--- src/rtl/nrx_hiscore_pkg.sv ---
// Shared types and constants for the New Rally-X hi-score save/restore controller.
package nrx_hiscore_pkg;

    localparam int HS_PORT_AW = 16;

    typedef enum logic [1:0] {
        ST_IDLE    = 2'd0,
        ST_CHK_RD  = 2'd1,
        ST_RESTORE = 2'd2,
        ST_UP_RD   = 2'd3
    } hs_state_e;

    // Index width for a buffer of len bytes; never narrower than one bit.
    function automatic int idx_width(input int len);
        return (len > 1) ? $clog2(len) : 1;
    endfunction

endpackage

--- src/rtl/nrx_hs_buf.sv ---
// Hi-score image buffer: host-side synchronous write port, restore-side asynchronous read port.
module nrx_hs_buf
    import nrx_hiscore_pkg::*;
#(
    parameter int LEN = 64,
    parameter int IW  = idx_width(LEN)
) (
    input  logic          clk,
    input  logic          we,
    input  logic [IW-1:0] waddr,
    input  logic [7:0]    wdata,
    input  logic [IW-1:0] raddr,
    output logic [7:0]    rdata
);

    localparam logic [IW:0] LEN_W = (IW + 1)'(LEN);

    logic [7:0] mem [LEN];

    always_ff @(posedge clk) begin
        if (we) begin
            mem[waddr] <= wdata;
        end
    end

    // Guard keeps a non-power-of-two depth from reading past the array.
    assign rdata = ({1'b0, raddr} < LEN_W) ? mem[raddr] : 8'h00;

endmodule

--- src/rtl/nrx_hiscore.sv ---
// Hi-score controller: buffers the host restore image, waits for the game to initialise
// its score table, writes the image into game RAM, and serves host upload reads live.
module nrx_hiscore
    import nrx_hiscore_pkg::*;
#(
    parameter logic [HS_PORT_AW-1:0] HS_START   = 16'h0E00,
    parameter int                    HS_LEN     = 64,
    parameter logic [HS_PORT_AW-1:0] CHECK_ADDR = 16'h0E3F,
    parameter logic [7:0]            CHECK_VAL  = 8'h00,
    parameter int                    READ_LAT   = 4,
    parameter int                    POLL_DIV   = 16
) (
    input  logic                  CLK24M,
    input  logic                  RESET,
    input  logic                  ioctl_download,
    input  logic                  ioctl_upload,
    input  logic [15:0]           ioctl_addr,
    input  logic [7:0]            ioctl_dout,
    input  logic                  ioctl_wr,
    input  logic                  ioctl_rd,
    output logic [7:0]            ioctl_din,
    output logic                  ioctl_ack,
    output logic [HS_PORT_AW-1:0] hs_address,
    output logic [7:0]            hs_data_out,
    input  logic [7:0]            hs_data_in,
    output logic                  hs_write,
    output logic                  hs_access,
    output logic                  restored,
    output hs_state_e             state_dbg
);

    localparam int              IW       = idx_width(HS_LEN);
    localparam logic [15:0]     LEN16    = 16'(HS_LEN);
    localparam logic [IW-1:0]   LAST_IDX = IW'(HS_LEN - 1);
    localparam logic [3:0]      LAT      = 4'(READ_LAT);

    hs_state_e             state, state_n;
    logic [IW-1:0]         idx, idx_n, buf_raddr;
    logic                  phase, phase_n;
    logic [3:0]            cnt, cnt_n;
    logic [15:0]           up_addr, up_addr_n;
    logic                  pend, pend_n;
    logic [15:0]           pend_addr, pend_addr_n;
    logic                  have, have_n, armed, armed_n;
    logic                  restored_q, restored_n;
    logic                  dl_q;
    logic [POLL_DIV-1:0]   poll_cnt;
    logic [HS_PORT_AW-1:0] addr_q, addr_n;
    logic [7:0]            dout_q, dout_n, din_q, din_n, buf_rdata;
    logic                  wr_q, wr_n, ack_q, ack_n;
    logic                  buf_we, rd_req, dl_rise, dl_fall, poll_wrap;

    // Host strobes carry no back-pressure: ioctl_wr and ioctl_rd are single-cycle
    // valids that are always accepted; ioctl_ack is a single-cycle valid for ioctl_din.
    assign buf_we    = ioctl_download & ioctl_wr & (ioctl_addr < LEN16);
    assign rd_req    = ioctl_upload & ioctl_rd;
    assign dl_rise   = ioctl_download & ~dl_q;
    assign dl_fall   = ~ioctl_download & dl_q;
    assign poll_wrap = &poll_cnt;
    // Looks one byte ahead so the next even phase can load its data directly.
    assign buf_raddr = (state == ST_RESTORE) ? idx + IW'(1) : '0;

    nrx_hs_buf #(.LEN(HS_LEN), .IW(IW)) u_buf (
        .clk   (CLK24M),
        .we    (buf_we),
        .waddr (ioctl_addr[IW-1:0]),
        .wdata (ioctl_dout),
        .raddr (buf_raddr),
        .rdata (buf_rdata)
    );

    always_comb begin
        state_n     = state;
        idx_n       = idx;
        phase_n     = phase;
        cnt_n       = cnt;
        up_addr_n   = up_addr;
        pend_n      = pend;
        pend_addr_n = pend_addr;
        have_n      = have;
        armed_n     = armed;
        restored_n  = restored_q;
        addr_n      = addr_q;
        dout_n      = dout_q;
        wr_n        = 1'b0;
        ack_n       = 1'b0;
        din_n       = din_q;

        if (rd_req) begin
            pend_n      = 1'b1;
            pend_addr_n = ioctl_addr;
        end
        if (dl_fall && have) begin
            armed_n = 1'b1;
        end

        case (state)
            ST_IDLE: begin
                addr_n = '0;
                dout_n = '0;
                if (pend || rd_req) begin
                    state_n   = ST_UP_RD;
                    up_addr_n = rd_req ? ioctl_addr : pend_addr;
                    pend_n    = 1'b0;
                    cnt_n     = '0;
                    addr_n    = HS_START + up_addr_n;
                end else if (armed && poll_wrap) begin
                    state_n = ST_CHK_RD;
                    cnt_n   = '0;
                    addr_n  = CHECK_ADDR;
                end
            end
            ST_CHK_RD: begin
                if (dl_rise) begin
                    state_n = ST_IDLE;
                    armed_n = 1'b0;
                    have_n  = 1'b0;
                    addr_n  = '0;
                    dout_n  = '0;
                end else if (cnt == LAT) begin
                    if (hs_data_in == CHECK_VAL) begin
                        state_n = ST_RESTORE;
                        idx_n   = '0;
                        phase_n = 1'b0;
                        addr_n  = HS_START;
                        dout_n  = buf_rdata;
                        wr_n    = 1'b1;
                    end else begin
                        state_n = ST_IDLE;
                        addr_n  = '0;
                    end
                end else begin
                    cnt_n = cnt + 4'd1;
                end
            end
            ST_RESTORE: begin
                if (dl_rise) begin
                    state_n = ST_IDLE;
                    armed_n = 1'b0;
                    have_n  = 1'b0;
                    addr_n  = '0;
                    dout_n  = '0;
                end else if (!phase) begin
                    phase_n = 1'b1;
                end else if (idx == LAST_IDX) begin
                    state_n    = ST_IDLE;
                    restored_n = 1'b1;
                    armed_n    = 1'b0;
                    have_n     = 1'b0;
                    addr_n     = '0;
                    dout_n     = '0;
                end else begin
                    idx_n   = idx + IW'(1);
                    phase_n = 1'b0;
                    addr_n  = HS_START + 16'(idx_n);
                    dout_n  = buf_rdata;
                    wr_n    = 1'b1;
                end
            end
            ST_UP_RD: begin
                if (rd_req) begin
                    // A newer request replaces the one in flight; one ack in total.
                    up_addr_n = ioctl_addr;
                    pend_n    = 1'b0;
                    cnt_n     = '0;
                    addr_n    = HS_START + ioctl_addr;
                end else if (up_addr >= LEN16) begin
                    state_n = ST_IDLE;
                    ack_n   = 1'b1;
                    din_n   = 8'hFF;
                    addr_n  = '0;
                end else if (cnt == LAT) begin
                    state_n = ST_IDLE;
                    ack_n   = 1'b1;
                    din_n   = hs_data_in;
                    addr_n  = '0;
                end else begin
                    cnt_n = cnt + 4'd1;
                end
            end
            default: state_n = ST_IDLE;
        endcase

        if (buf_we) begin
            have_n = 1'b1;
        end
    end

    always_ff @(posedge CLK24M) begin
        if (RESET) begin
            state      <= ST_IDLE;
            idx        <= '0;
            phase      <= 1'b0;
            cnt        <= '0;
            up_addr    <= '0;
            pend       <= 1'b0;
            pend_addr  <= '0;
            have       <= 1'b0;
            armed      <= 1'b0;
            restored_q <= 1'b0;
            dl_q       <= 1'b0;
            poll_cnt   <= '0;
            addr_q     <= '0;
            dout_q     <= '0;
            wr_q       <= 1'b0;
            ack_q      <= 1'b0;
            din_q      <= '0;
        end else begin
            state      <= state_n;
            idx        <= idx_n;
            phase      <= phase_n;
            cnt        <= cnt_n;
            up_addr    <= up_addr_n;
            pend       <= pend_n;
            pend_addr  <= pend_addr_n;
            have       <= have_n;
            armed      <= armed_n;
            restored_q <= restored_n;
            dl_q       <= ioctl_download;
            poll_cnt   <= poll_cnt + POLL_DIV'(1);
            addr_q     <= addr_n;
            dout_q     <= dout_n;
            wr_q       <= wr_n;
            ack_q      <= ack_n;
            din_q      <= din_n;
        end
    end

    assign hs_access   = (state != ST_IDLE);
    assign hs_address  = addr_q;
    assign hs_data_out = dout_q;
    assign hs_write    = wr_q;
    assign ioctl_ack   = ack_q;
    assign ioctl_din   = din_q;
    assign restored    = restored_q;
    assign state_dbg   = state;

endmodule

--- config.mk ---
export PLATFORM = sky130hd
export DESIGN_NAME = nrx_hiscore
export DESIGN_NICKNAME = d
export VERILOG_FILES = /design/src/rtl/nrx_hiscore_pkg.sv /design/src/rtl/nrx_hs_buf.sv /design/src/rtl/nrx_hiscore.sv
export SDC_FILE = /design/constraint.sdc
export NUM_CORES = 1
export LEC_CHECK = 0
export ABC_CLOCK_PERIOD_IN_PS = 3000
export BUFFER_PORTS_ARGS = -buffer_cell sky130_fd_sc_hd__buf_2
export CAP_MARGIN = 0
export CORE_MARGIN = 8
export CORE_UTILIZATION = 53
export DETAILED_ROUTE_END_ITERATION = 6
export PLACE_DENSITY = 0.73
export SYNTH_ARGS = -nofsm -noshare
export SYNTH_HDL_FRONTEND = slang
export SYNTH_SLANG_ARGS = --single-unit
--- constraint.sdc ---
create_clock -name CLK24M -period 3 [get_ports CLK24M]
set_input_delay 0.3 -clock CLK24M [delete_from_list [all_inputs] [get_ports CLK24M]]
set_output_delay 0.3 -clock CLK24M [all_outputs]
set_load 0.02 [all_outputs]
==> results of run 1 <==
## logic make-up after synthesis
family                     share of synthesized area [%]
DFF                                                 68.5
AOI/OAI and AO/OA                                   13.3
and+or+nand+nor                                     7.65
buffers and inverters                               2.59
muxes                                               6.47
xor gates and xnor gates                           0.969
adders and majority gates                          0.497
## synth_stat cells (all sizes together), types with 6 or more instances
cell	n
edfxtp	512
nor2	200
o22ai	114
nand2	108
dfxtp	94
a21oi	92
clkbuf	69
o21ai	64
buf	63
o221ai	57
mux2	52
mux2i	39
a211oi	36
nand3	36
mux4	29
a22oi	17
xnor2	17
o211ai	16
a221oi	15
inv	15
or3	15
nor3	14
a311oi	12
a32oi	12
nand2b	11
a31oi	10
ha	10
xor2	10
nor2b	9
nor4	7
and2	6
o211a	6
## stage by stage
stage | hold slack [ns] | util (%) | instances | setup WS (ns)
floorplan | 0.399 | - | 1836 | 0.565
global placement | 0.440 | 57.6 | 2561 | 0.134
detailed placement | 0.450 | 57.6 | 2561 | 0.103
CTS | 0.00138 | 61.9 | 2682 | 0.0833
global route | 0.0258 | 62.0 | 2683 | 0.00942
finish | 0.0310 | 62.0 | 2684 | 0.107
## timing repair
item                                   4_1_cts  5_1_grt
hold buffers                                11        0
resized for setup                            0        6
setup endpoints to repair                    0        4
endpoints found under the hold margin       13        0
## metal layers
| metal | vias up | track usage (%) | share of wire [%] |
|---|---|---|---|
| met5 | - | 0 | 0 |
| met4 | 0 | 8.81 | 3.7 |
| met3 | 180 | 5.44 | 12 |
| met2 | 1187 | 38.3 | 46 |
| met1 | 8628 | 34.8 | 39 |
| li1 | 7590 | - | - |
## state kept, by name, indices dropped and copies added (netlist names)
name,flops
poll_cnt,16
hs_data_out,8
ioctl_ack,1
have,1
state_dbg,2
dl_q,1
phase,1
idx,6
pend_addr,16
up_addr,10
cnt,4
armed,1
pend,1
hs_write,1
u_buf.mem,512
restored,1
hs_address,16
ioctl_din,8
## worst paths after layout
kind | from | to | slack [ns]
hold / removal | hs_data_in[5] | ioctl_din[5] | 0.03
hold reg to reg | pend_addr[4] | pend_addr[4] | 0.46
setup / recovery | idx[1] | hs_data_out[4] | 0.11
setup reg to reg | idx[1] | hs_data_out[4] | 0.11
## worst register-to-register path, cell delays in order, from the launching register on
cell and delay [ns]:
dfxtp_1 0.39, ha_2 0.39, xor2_4 0.29, buf_12 0.26, mux4_2 0.39, o221ai_1 0.19
o21ai_0 0.13, a31oi_1 0.31, o41ai_1 0.21, a22o_1 0.23
## layout make-up
cell class	instances	area, µm²
Antenna cell	1	2.50
Clock buffer	76	1600
Clock inverter	34	343
Fill cell	3432	18000
Inverter	16	62.6
Multi-Input combinational cell	1082	7350
Sequential cell	606	17300
Tap cell	615	769
Timing Repair Buffer	254	1980
## power groups by stage
stage	logic, mW	clock network, mW	registers (mW)
2_1_floorplan	2.18	0	9.64
3_3_place_gp	3.52	0	9.53
3_5_place_dp	3.57	0	9.54
4_1_cts	3.61	7.52	9.36
5_1_grt	3.95	7.80	9.38
6_report	3.73	7.45	9.36
==> impl_metrics.ini, run 1 <==
[global_route]
grt_max_degree = 87
grt_antenna_before_repair = 0
track_usage_pct = 24.9
grt_pass1_wl_mm = 103
grt_pass1_vias = 16700
grt_overflow = 0

[logic_synthesis]
yosys-top-cells-area = edfxtp_1 (61%), dfxtp_1 (7.5%), nor2_1 (3.0%)
synth_flop_cell = edfxtp_1
synth_top_cell_by_area = edfxtp_1
synth-seq-area-share_pct = 68.5
syn-num-nets = 1884
syn_inst = 1836
syn_area_um2 = 25200
synth_top_area_share_pct = 61.0
synth_edf_count = 512
synthArstFlopShare_pct = 0
synth.distinct_cells = 72
yosysWarnings = 0
syn_area_per_cell_um2 = 13.7
ys_ff_latch = 606

[critical_path]
cp.depth = 9
worst_ep_arrival_time_ns = 3.40
crit_family = compound AO/OA/AOI/OAI gates
cpMaxStageDelayCell = dfxtp_1
critPathMaxStageDelay_ns = 0.39
cp.required_ns = 3.51
worstPathMaxFanout = 40
path_class = flop to flop
r2r_cells = 9
crit_path_cell_trace = ha_2 -> xor2_4 -> buf_12 -> mux4_2 -> o221ai_1 -> o21ai_0 -> a31oi_1 -> o41ai_1 -> a22o_1
critical_path_buf_inv_count = 1
end_kind = flop
critPathLaunchType = flop

[final_layout]
design_area_um2 = 29400
final_cell_mix = edfxtp_1 (512), nor2_1 (200), buf_4 (150), o22ai_1 (114), nand2_1 (106)
area_growth_pct = 16.6
nets = 2067
final_common_cell = edfxtp_1
drive_above_1_share_pct = 21.2

[floorplanning]
design.core.area_um2 = 47300
rows = 80
die_w_um = 234
die_h_um = 234
io_pins = 76
die_area_um2 = 54700
initial_core_util_pct = 53.2

[routing]
vias = 17600
drtIter0Drc = 2330
drtAntennaViolNets = 0
via_per_inst = 6.55
drc_errors = 0
wl_per_cell_um = 25.9
drt_wl_total_mm = 69.6
drt-pass1-iter-count = 6

[cts]
cts_inserted_buffers = 59
cts.sinks = 606
h-tree-depth = 2
clk_path_buf_depth = 3
clock_latency_ns = 0.62
tritoncts = done
cts_setup_buffers = 0
clkSlewWorstSetupHoldPaths_ns = 0.06
cts-root-buf = clkbuf_16

[hold_path]
min_path_cells = 3
hold_path.class = input pin to flop

[timing]
tns_ns = 0
tightest_slew_ns = 0.922
setup_violations = 0
finalMaxSlewViolations = 0
max_slew_margin_pct = 38.5
max_freq_mhz = 346
grt_setup_unrepaired = false
fin_crit_sh_pct = 96.4
final_hold_viol_count = 0
skew_ns = 0.0119
finalCriticalPeriod_ns = 2.89

[placement]
gp_congestion = 0.994
dpl_cell_area_um2 = 27300
hpwl_mm = 44.9
io_buffers = 75

[power_and_ir_drop]
switching_share_pct = 27.2
ir_drop_mv = 0.598
pwr-share-clk_pct = 36.3
power_frac_comb_pct = 18.2
power.leakage_nw = 9.73
powerDensity_nw_per_um2 = 700
seq_power_share_pct = 45.6
intPower_mw = 14.9
power.switching_mw = 5.60
total_power_mw = 20.5

[flow_run]
drv_cap = 0

[run_status]
status = completed
Power figures use the tool's default switching activity.
==> run 2, diff against run 1 <==
ABC_CLOCK_PERIOD_IN_PS = 2800   (was 3000)
SYNTH_HIERARCHICAL = 1   (was unset)
clock period = 2.8 ns   (was 3 ns; I/O delays follow)
==> run 2 against run 1 <==
- global-route usage shrank 2.1 points
- largest power group unchanged
- combinational power shrank 28%
- fmax grew 3.9%
- critical path type unchanged
- clock skew grew 0.00063 ns
- die area shrank 0.95%
- critical path depth grew 2
- total power grew 0.27%
==> impl_metrics.ini, run 2 <==
[logic_synthesis]
syn-num-nets = 1599
synth_top_cell_by_area = edfxtp_1
synth.distinct_cells = 91
synth_top_area_share_pct = 61.7
synth_flop_cell = edfxtp_1
syn_area_um2 = 24900
synthArstFlopShare_pct = 0
syn_inst = 1550
yosysMostFrequentCell = edfxtp_1
synth_edf_count = 512
synth_common_cells = edfxtp_1 (512), nor2_1 (150), mux4_2 (124)
synth-seq-area-share_pct = 69.2
yosys-top-cells-area = edfxtp_1 (62%), mux4_2 (11%), dfxtp_1 (7.5%)
ys_ff_latch = 606
yosysWarnings = 6
syn_area_per_cell_um2 = 16.1

[timing]
final_hold_viol_count = 0
max_freq_mhz = 359
setup_violations = 0
fin_crit_sh_pct = 99.4
tns_ns = 0
finalMaxSlewViolations = 0
finalCriticalPeriod_ns = 2.78
tightest_slew_ns = 1.17
holdWs_ns = 0.0187
max_slew_margin_pct = 21.8
grt_setup_unrepaired = true
skew_ns = 0.0126

[cts]
cts.sinks = 606
clock_latency_ns = 0.60
clk_path_buf_depth = 3
clkSlewWorstSetupHoldPaths_ns = 0.07
cts_inserted_buffers = 58
h-tree-depth = 2
tritoncts = done
cts-root-buf = clkbuf_16

[hold_path]
hold_path.class = input pin to flop

[critical_path]
critical_path_buf_inv_count = 3
cpMaxStageDelayCell = mux4_2
path_class = flop to flop
critPathLaunchType = flop
cp_common_cell = mux4_2
crit_path_cell_trace = inv_2 -> ha_4 -> nor2b_4 -> buf_12 -> buf_6 -> mux4_2 -> mux4_2 -> o2111ai_2 -> o41ai_2 -> nand3_1 -> a21oi_2
crit_family = multiplexers
worst_ep_arrival_time_ns = 3.25
end_kind = flop
critPathMaxStageDelay_ns = 0.50
cp.required_ns = 3.27
worstPathMaxFanout = 6

[floorplanning]
die_w_um = 233
rows = 79
initial_core_util_pct = 53.7
die_h_um = 233
io_pins = 76
design.core.area_um2 = 46500
die_area_um2 = 54200

[routing]
wl_per_cell_um = 25.9
via_per_inst = 6.31
drt-pass1-iter-count = 5
drtIter0Drc = 1869
drc_errors = 0
vias = 15300
drtAntennaViolNets = 0
drt_wl_total_mm = 62.9

[placement]
hpwl_mm = 40.8
io_buffers = 75
gp_congestion = 0.903

[run_status]
status = completed

[final_layout]
area_growth_pct = 17.5
final_common_cell = edfxtp_1
drive_above_1_share_pct = 29.1
final_cell_mix = edfxtp_1 (512), buf_4 (153), nor2_1 (149), mux4_2 (124), dfxtp_1 (92)
nets = 1824
largest_reg_flops = 512
top_register = u_buf/mem

[power_and_ir_drop]
powerDensity_nw_per_um2 = 704
switching_share_pct = 23.9
power.leakage_nw = 9.62
intPower_mw = 15.7
seq_power_share_pct = 48.4
total_power_mw = 20.6
ir_drop_mv = 0.649
pwr-share-clk_pct = 38.5
power.switching_mw = 4.93
power_frac_comb_pct = 13.0

[flow_run]
drv_cap = 0

[global_route]
track_usage_pct = 22.8
grt_antenna_before_repair = 1
grt_pass1_vias = 15000
grt_pass1_wl_mm = 93.2
grt_max_degree = 65
grt_overflow = 0
[run 2: through the flow]
step | util [%] | std cells | setup slack [ns] | area, µm²
floorplan | - | 1550 | 0.00419 | 25000
global placement | 57.9 | 2296 | -0.0199 | 26900
detailed placement | 57.9 | 2296 | -0.0294 | 26900
CTS | 62.3 | 2409 | -0.0123 | 28900
global route | 63.0 | 2429 | -0.0834 | 29300
finish | 63.0 | 2430 | 0.0155 | 29300
[run 2: routing by layer]
| metal | GRT usage [%] | vias up | part of all wire, % |
|---|---|---|---|
| met3 | 5.49 | 165 | 11 |
| met1 | 31.1 | 7669 | 39 |
| met5 | 0 | - | 0 |
| met4 | 8.11 | 0 | 3.6 |
| met2 | 35.6 | 930 | 46 |
| li1 | - | 6581 | - |
[run 2: final cells by class]
| type | count | area [µm²] |
|---|---|---|
| clock inverters | 26 | 294 |
| diodes | 1 | 2.50 |
| fillers | 3216 | 17200 |
| flip-flops and latches | 606 | 17300 |
| inverters | 18 | 71.3 |
| multi-input cells | 835 | 7240 |
| clock buffers | 81 | 1660 |
| repair buffers | 256 | 1990 |
| well taps | 607 | 759 |
[run 2: worst paths after layout]
kind,from,end,slack (ns),depth (start not counted)
worst min register to register,pend_addr[0],pend_addr[0],0.45,2
worst min-delay path,hs_data_in[4],ioctl_din[4],0.02,3
worst max-delay path,state_dbg[0],hs_data_out[7],0.02,11
worst max register to register,state_dbg[0],hs_data_out[7],0.02,11
[run 2: power by group through the flow]
stage               logic [mW]  registers (mW)  clock network (mW)
floorplan                 1.59            10.3                   0
finish                    2.69            9.98                7.94
CTS                       2.53            9.97                8.06
global route              2.85            9.98                8.41
detailed placement        2.50            10.2                   0
global placement          2.46            10.2                   0
[run 2: logic make-up (layout without fill, tap and decap cells)]
logic type | Yosys count | count (layout) | share of synthesized area (%)
XOR/XNOR | 25 | 25 | 0.878
AND/OR/NAND/NOR | 419 | 419 | 8.21
adder cells (fa/ha/maj) | 11 | 11 | 0.552
other | 0 | 1 | 0
AO/OA/AOI/OAI | 224 | 224 | 6.43
flip-flops | 606 | 606 | 69.2
buffers and inverters | 109 | 381 | 2.22
multiplexers | 156 | 156 | 12.5
[run 2: tightest hold or removal path: stages]
cell and delay (ns):
buf_2 0.11, nor4_1 0.06, nor3_1 0.12
[run 2: what timing repair did]
item | CTS | global route
endpoints found under the hold margin | 8 | 0
endpoints found under the setup margin | 4 | 8
gates cloned | 0 | 3
pin swaps | 0 | 9
setup buffers | 0 | 17
hold buffers | 6 | 0
resized for setup | 4 | 38
==> run 3, diff against run 2 <==
CTS_BUF_LIST = sky130_fd_sc_hd__clkbuf_16   (was unset)
==> run 3 against run 2 <==
- combinational power barely moved
- register-to-register slack better by 0.02 ns
- via count is 0.33% higher
- sequential power hardly changed
- worst hold slack improved by 0.0041 ns
- utilization decreased by 0.17 points
- clock power down 4.2%
- wire length up 0.46%
- clock skew increased by 0.0030 ns
- first-iteration DRC count fell by 2.5%
- clock-buffer cell count fell by 22
- critical path depth unchanged
- critical path type unchanged
- largest cell class unchanged
- highest routed layer unchanged
==> impl_metrics.ini, run 3 (synthesized netlist as in run 2, its figures left out) <==
[run_status]
status = completed

[critical_path]
cpMaxStageDelayCell = mux4_2
worstPathMaxFanout = 6
worst_ep_arrival_time_ns = 3.24
critPathLaunchType = flop
end_kind = flop
path_class = flop to flop
cp_common_cell = mux4_2
crit_path_cell_trace = inv_2 -> ha_4 -> nor2b_4 -> clkbuf_16 -> buf_4 -> mux4_2 -> mux4_2 -> o2111ai_2 -> o41ai_2 -> nand3_1 -> a21oi_2
cp.required_ns = 3.27
reg2reg_slack_ns = 0.03
critPathMaxStageDelay_ns = 0.50

[timing]
tightest_slew_ns = 1.17
final_hold_viol_count = 0
skew_ns = 0.0155
tns_ns = 0
finalMaxSlewViolations = 0
holdWs_ns = 0.0228
max_slew_margin_pct = 22.3
grt_setup_unrepaired = true
finalCriticalPeriod_ns = 2.77
fin_ws_ns = 0.0314
setup_violations = 0
fin_crit_sh_pct = 98.9
max_freq_mhz = 361

[flow_run]
drv_cap = 0

[routing]
vias = 15400
drt_wl_total_mm = 63.1
drc_errors = 0
drt-pass1-iter-count = 6
via_per_inst = 6.34
drtIter0Drc = 1823
wl_per_cell_um = 26.0
drtAntennaViolNets = 0

[floorplanning]
die_h_um = 233
design.core.area_um2 = 46500
initial_core_util_pct = 53.7
die_w_um = 233
die_area_um2 = 54200
io_pins = 76
rows = 79

[global_route]
grt_overflow = 0
grt_antenna_before_repair = 0
track_usage_pct = 22.9
grt_pass1_vias = 15100
grt_pass1_wl_mm = 93.5
grt_max_degree = 65

[cts]
tritoncts = done
cts.sinks = 606
clk_path_buf_depth = 3
clkSlewWorstSetupHoldPaths_ns = 0.06
cts-root-buf = clkbuf_16
clock_latency_ns = 0.61
cts_inserted_buffers = 58
h-tree-depth = 2

[final_layout]
fill_cells = 3241
nets = 1823
design_area_um2 = 29200
final_cell_mix = edfxtp_1 (512), nor2_1 (149), buf_4 (149), mux4_2 (124), dfxtp_1 (92)
final_common_cell = edfxtp_1
largest_reg_flops = 512
drive_above_1_share_pct = 28.6
top_register = u_buf/mem
area_growth_pct = 17.1

[power_and_ir_drop]
powerDensity_nw_per_um2 = 694
power.leakage_nw = 9.62
ir_drop_mv = 0.648

[placement]
hpwl_mm = 40.8
io_buffers = 75
gp_congestion = 0.903
dpl_cell_area_um2 = 26900
dp_slack_ns = -0.0294

[hold_path]
hold_path.class = input pin to flop
[run 3: cell types whose count changed in the layout (fill, tap and decap cells not counted), moves of 2 or more]
| cell | delta |
|---|---|
| buf_4 | -4 |
| o22ai_2 | +2 |
| nand3_1 | -2 |
| nand3_2 | +2 |
| clkinv_1 | +10 |
| inv_1 | +12 |
| clkbuf_8 | -10 |
| o22ai_1 | -2 |
| clkbuf_1 | -11 |
[run 3: what timing repair did]
item / in CTS / in global routing
hold buffers: 7 / 0
gates resized for setup: 5 / 39
gates cloned: 0 / 3
endpoints found under the hold margin: 9 / 0
pin swaps: 0 / 10
setup buffers: 0 / 15
setup endpoints to repair: 3 / 8
[run 3: worst max-delay path: cells and delay by family, from the launching register on]
kind / cells / cell delay (ns)
AOI/OAI and AO/OA: 3 / 0.42
adders and majority gates: 1 / 0.13
buffers and inverters: 3 / 0.40
DFF: 1 / 0.32
muxes: 2 / 0.98
and+or+nand+nor: 2 / 0.39
[run 3: through the flow]
stage / cells / power, mW / util [%]
after floorplan: 1550 / 11.8 / -
after global placement: 2296 / 12.6 / 57.9
after detailed placement: 2296 / 12.7 / 57.9
after CTS: 2410 / 20.2 / 62.1
after global routing: 2428 / 20.9 / 62.9
final: 2429 / 20.3 / 62.9
[run 3: final timing paths]
check | from | cells past startpoint | endpoint
max | state_dbg[0] | 11 | hs_data_out[7]
min reg2reg | pend_addr[0] | 2 | pend_addr[0]
max reg2reg | state_dbg[0] | 11 | hs_data_out[7]
min | hs_data_in[3] | 3 | ioctl_din[3]
[run 3: final cells by class]
cell class                 count  area (µm²)  share of cell area (%)
sequential                   606       17300                    59.1
tap                          607         759                    2.60
clock inverter                48         377                    1.29
inverter                      18        67.6                   0.231
timing repair buffer         255        2000                    6.84
clock buffer                  59        1480                    5.06
antenna                        1        2.50                 0.00857
multi-input combinational    835        7260                    24.9
[run 3: routing by layer]
layer / up-vias / share of wire [%] / track usage, %
met1: 7696 / 38 / 31.0
met5: - / 0 / 0
li1: 6582 / - / -
met2: 959 / 47 / 35.7
met3: 159 / 12 / 5.61
met4: 0 / 3.5 / 8.52
[run 3: report_power, final]
| part | internal, mW | switching (mW) |
|---|---|---|
| logic | 1.09 | 1.60 |
| registers | 9.89 | 0.0819 |
| clock network | 4.36 | 3.26 |
| total | 15.3 | 4.94 |
